### config.mk
export PLATFORM = sky130hd
export DESIGN_NAME = s_prod_acc4
export DESIGN_NICKNAME = d
export VERILOG_FILES = /design/src/rtl/s_prod_acc4.sv
export SDC_FILE = /design/constraint.sdc
export NUM_CORES = 1
export LEC_CHECK = 0
export ABC_CLOCK_PERIOD_IN_PS = 3000
export CAP_MARGIN = 20
export CORE_AREA = 2 2 74 76
export DETAILED_ROUTE_END_ITERATION = 6
export DIE_AREA = 0 0 76 78
export PLACE_DENSITY_LB_ADDON = 0.15
export SKIP_CTS_REPAIR_TIMING = 1
export SYNTH_ARGS = -nofsm -noshare
export SYNTH_HDL_FRONTEND = slang
export SYNTH_SLANG_ARGS = --single-unit
### constraint.sdc
create_clock -name clk -period 3 [get_ports clk]
set_input_delay 0.6 -clock clk [delete_from_list [all_inputs] [get_ports clk]]
set_output_delay 0.6 -clock clk [all_outputs]
set_load 0.03 [all_outputs]
### src/rtl/s_prod_acc4.sv
// Frame accumulator for signed 8-bit products from the 4x4 multiplier.
// Sums up to MAX_TERMS products per frame and holds the result until the consumer takes it.
module s_prod_acc4 #(
    parameter int unsigned MAX_TERMS = 16
) (
    input  logic        clk,
    input  logic        rst,
    input  logic        in_valid,
    output logic        in_ready,
    input  logic [7:0]  prod,
    input  logic        last,
    output logic        out_valid,
    input  logic        out_ready,
    output logic [11:0] acc_out,
    output logic [4:0]  out_count
);

    localparam int unsigned PROD_W = 8;
    localparam int unsigned ACC_W  = 12;
    localparam int unsigned CNT_W  = 5;

    localparam logic [0:0] S_ACC  = 1'b0;
    localparam logic [0:0] S_HOLD = 1'b1;

    logic [0:0]       r_state;
    logic [ACC_W-1:0] r_acc;
    logic [CNT_W-1:0] r_cnt;
    logic [ACC_W-1:0] r_acc_out;
    logic [CNT_W-1:0] r_out_count;
    logic             r_out_valid;

    logic [0:0]       w_state_nxt;
    logic [ACC_W-1:0] w_acc_nxt;
    logic [CNT_W-1:0] w_cnt_nxt;
    logic [ACC_W-1:0] w_acc_out_nxt;
    logic [CNT_W-1:0] w_out_count_nxt;
    logic             w_out_valid_nxt;

    logic [ACC_W-1:0] w_sum;
    logic [CNT_W-1:0] w_cnt_inc;
    logic             w_close;

    // Running sum wraps modulo 2^12; 16 worst-case terms still fit the signed range.
    assign w_sum     = r_acc + {{(ACC_W-PROD_W){prod[PROD_W-1]}}, prod};
    assign w_cnt_inc = r_cnt + CNT_W'(1);
    assign w_close   = last || (w_cnt_inc == CNT_W'(MAX_TERMS));

    assign in_ready  = (r_state == S_ACC) && !rst;
    assign out_valid = r_out_valid;
    assign acc_out   = r_acc_out;
    assign out_count = r_out_count;

    always_comb begin
        w_state_nxt     = r_state;
        w_acc_nxt       = r_acc;
        w_cnt_nxt       = r_cnt;
        w_acc_out_nxt   = r_acc_out;
        w_out_count_nxt = r_out_count;
        w_out_valid_nxt = r_out_valid;
        case (r_state)
            S_ACC: begin
                if (in_valid) begin
                    w_acc_nxt = w_sum;
                    w_cnt_nxt = w_cnt_inc;
                    if (w_close) begin
                        w_state_nxt     = S_HOLD;
                        w_acc_out_nxt   = w_sum;
                        w_out_count_nxt = w_cnt_inc;
                        w_out_valid_nxt = 1'b1;
                    end
                end
            end
            S_HOLD: begin
                if (out_ready) begin
                    w_state_nxt     = S_ACC;
                    w_acc_nxt       = '0;
                    w_cnt_nxt       = '0;
                    w_out_valid_nxt = 1'b0;
                end
            end
            default: w_state_nxt = S_ACC;
        endcase
    end

    always_ff @(posedge clk) begin
        if (rst) begin
            r_state     <= S_ACC;
            r_acc       <= '0;
            r_cnt       <= '0;
            r_acc_out   <= '0;
            r_out_count <= '0;
            r_out_valid <= 1'b0;
        end else begin
            r_state     <= w_state_nxt;
            r_acc       <= w_acc_nxt;
            r_cnt       <= w_cnt_nxt;
            r_acc_out   <= w_acc_out_nxt;
            r_out_count <= w_out_count_nxt;
            r_out_valid <= w_out_valid_nxt;
        end
    end

endmodule

==> results.json <==
{
  "ant_nets": 0,
  "cpPeakStageDelay_ns": 0.47,
  "antenna_cells": 0,
  "syn_avg_cell_area_sq_um": 8.986,
  "gp_congestion": 0.8429,
  "cp.required_ns": 3.19,
  "layout_commonest_cell": "dfxtp_1",
  "r2r_end": "acc_out[5]$_SDFFE_PP0P_",
  "status": "finished clean",
  "clock_sink_count": 36,
  "num_vias": 1660,
  "fin_util_pct": 48.56,
  "cts_tree": "done",
  "cts-root-buf": "clkbuf_8",
  "synthCells": 220,
  "ys.flop_type": "dfxtp_1",
  "post-route-drc-count": 0,
  "grt_pass1_vias": 1532,
  "hold_viol": 0,
  "design_area_sq_um": 2449,
  "reg2regPathDepth": 8,
  "syn_area_sq_um": 1977,
  "die_x_um": 76,
  "crit_start": "prod[0]",
  "drtPass1Iterations": 4,
  "hp-start": "out_valid$_SDFFE_PP0P_",
  "syn_nets": 247,
  "die-area_sq_um": 5928,
  "ff2ff_setup_slack_ns": 0.62,
  "synth_edf_count": 0,
  "clkLatencyLatePin_ns": 0.29,
  "path_class": "in -> reg",
  "ys_seq_area_share_pct": 36.46,
  "drt_iter0_markers": 72,
  "wl_um": 4520,
  "antenna_found_initial": 0,
  "hpwl_um": 3230,
  "cp.arrival_ns": 2.78,
  "drive_above_1_share_pct": 15.63,
  "endpoint_kind": "flip-flop",
  "ys_types": 48,
  "clk_pin_slew_ns": 0.07,
  "final_nets": 282,
  "synthArstFlopShare_pct": 0,
  "p_per_area_nw_per_um2": 511.4,
  "wire_per_inst_um": 13.87,
  "place.port_buffers": 31,
  "tightest_slew_ns": 0.8434,
  "fmaxAchievable_mhz": 385.0,
  "synth_seq_cells": 36,
  "syn2layout_area_growth_pct": 23.86,
  "cts_buffers": 5,
  "vdd_drop_max_uv": 322.3,
  "ys_warn_count": 0,
  "track_usage_pct": 15.96,
  "drv_slew": 0,
  "crit_chain": "clkdlybuf4s50_1 -> ha_1 -> inv_1 -> fa_1 -> nor2b_1 -> o2111ai_1 -> o21ai_0 -> a21boi_0 -> xnor2_1 -> a22o_1",
  "finalSetupViolCount": 0,
  "htreeDepth": 2,
  "rsz0062_at_grt": "no",
  "grt_remaining_overflow": 0,
  "grt_pass1_wl_um": 7452,
  "crit_path_end": "r_acc[10]$_SDFFE_PP0P_",
  "via_per_inst": 5.092,
  "placementRows": 26,
  "crit-reg2reg-launch": "r_cnt[0]$_SDFFE_PP0P_",
  "max_cap_viol_count": 0,
  "grt_max_degree": 25,
  "final_cell_mix": "dfxtp_1, nor2_1, clkdlybuf4s50_1, a21oi_1, nand2_1",
  "io-pin-count": 32,
  "startpoint_type": "input pin",
  "clock_path_buffers": 2,
  "cpMaxStageDelayCell": "clkdlybuf4s50_1",
  "post_dp_cell_area_sq_um": 2356,
  "leakage_nw": 0.9795,
  "die_y_um": 78,
  "worst_clock_skew_ns": 0.005553,
  "core_area_sq_um": 5042,
  "hp-class": "reg -> reg",
  "min_period_ns": 2.598,
  "fin_crit_sh_pct": 86.59,
  "slew_headroom_pct": 43.43,
  "fin_setup_tns_ns": 0,
  "cp_max_fo": 3,
  "whs_ns": 0.4567,
  "initial_core_util_pct": 39.21
}
==> cell type report <==
type | instances | area [sq um]
Timing Repair Buffer | 37 | 352.8
Tap cell | 70 | 87.58
Clock inverter | 2 | 10.01
Fill cell | 493 | 2594
Multi-Input combinational cell | 167 | 1165
Inverter | 8 | 30.03
Clock buffer | 6 | 82.58
Sequential cell | 36 | 720.7
==> through the flow <==
step / setup slack (ns) / instances / power [mW]
2_1_floorplan: 0.8205 / 220 / 0.8059
5_1_grt: 0.2570 / 326 / 1.325
4_1_cts: 0.3977 / 326 / 1.265
3_5_place_dp: 0.1417 / 318 / 0.9048
3_3_place_gp: 0.1233 / 318 / 0.9016
6_report: 0.4024 / 326 / 1.252
==> worst min path at each step <==
stage,endpoint,slack (ns),depth (start not counted)
global route,out_valid$_SDFFE_PP0P_,0.48,2
floorplan,r_acc[10]$_SDFFE_PP0P_,0.45,1
detailed placement,out_valid$_SDFFE_PP0P_,0.45,2
finish,out_valid$_SDFFE_PP0P_,0.46,2
CTS,out_valid$_SDFFE_PP0P_,0.46,2
global placement,out_valid$_SDFFE_PP0P_,0.44,2
==> Yosys cell counts (3+ instances only) <==
cell type  number  area, sq um
xnor2_1         8        70.07
nand2_2         7        43.79
a21oi_2         8        70.07
xor2_1          5        43.79
ha_1           13        162.7
a21o_1          4        30.03
o21ai_0         6        30.03
a21oi_1        15        75.07
a22oi_1         9        67.56
and3_1          3        18.77
dfxtp_1        36        720.7
inv_1           8        30.03
nand2b_1        4        25.02
a22o_1          3        26.28
clkbuf_1        5        18.77
nand2_1        14        52.55
nor2_1         30        112.6
==> critical path: cells and delay by family <==
kind / cells / cell delay [ns]
buf+inv: 2 / 0.53
fa+ha+maj: 2 / 0.59
xor+xnor: 1 / 0.18
simple gates: 1 / 0.19
compound gates: 4 / 0.68
==> state kept, by name, summed over array words and instances (netlist names) <==
signal	count
out_count	5
r_state	1
r_acc	12
r_cnt	5
acc_out	12
out_valid	1
==> layer usage <==
metal	up-vias	share of wire (%)	track usage, %
li1	847	-	-
met1	768	47	20.36
met2	38	46	25.54
met3	7	4.8	3.488
met4	0	1.8	8.000
met5	-	0	0
==> cell families (layout without fill, tap and decap cells) <==
kind of cell             after synthesis  in the layout  synth area share [%]
adder cells (fa/ha/maj)               14             14                 9.241
XOR/XNOR                              14             14                 6.899
flip-flops                            36             36                 36.46
buffers and inverters                 17             53                 4.620
AO/OA/AOI/OAI                         65             65                 24.30
multiplexers                           1              1                0.5063
AND/OR/NAND/NOR                       73             73                 17.97
==> where the power goes <==
part	leakage, nW	switching, mW	internal [mW]
logic	0.634	0.196	0.158
registers	0.294	0.0243	0.515
clock network	0.0510	0.175	0.183
total	0.979	0.396	0.856
(Power assumes the default switching activity.)
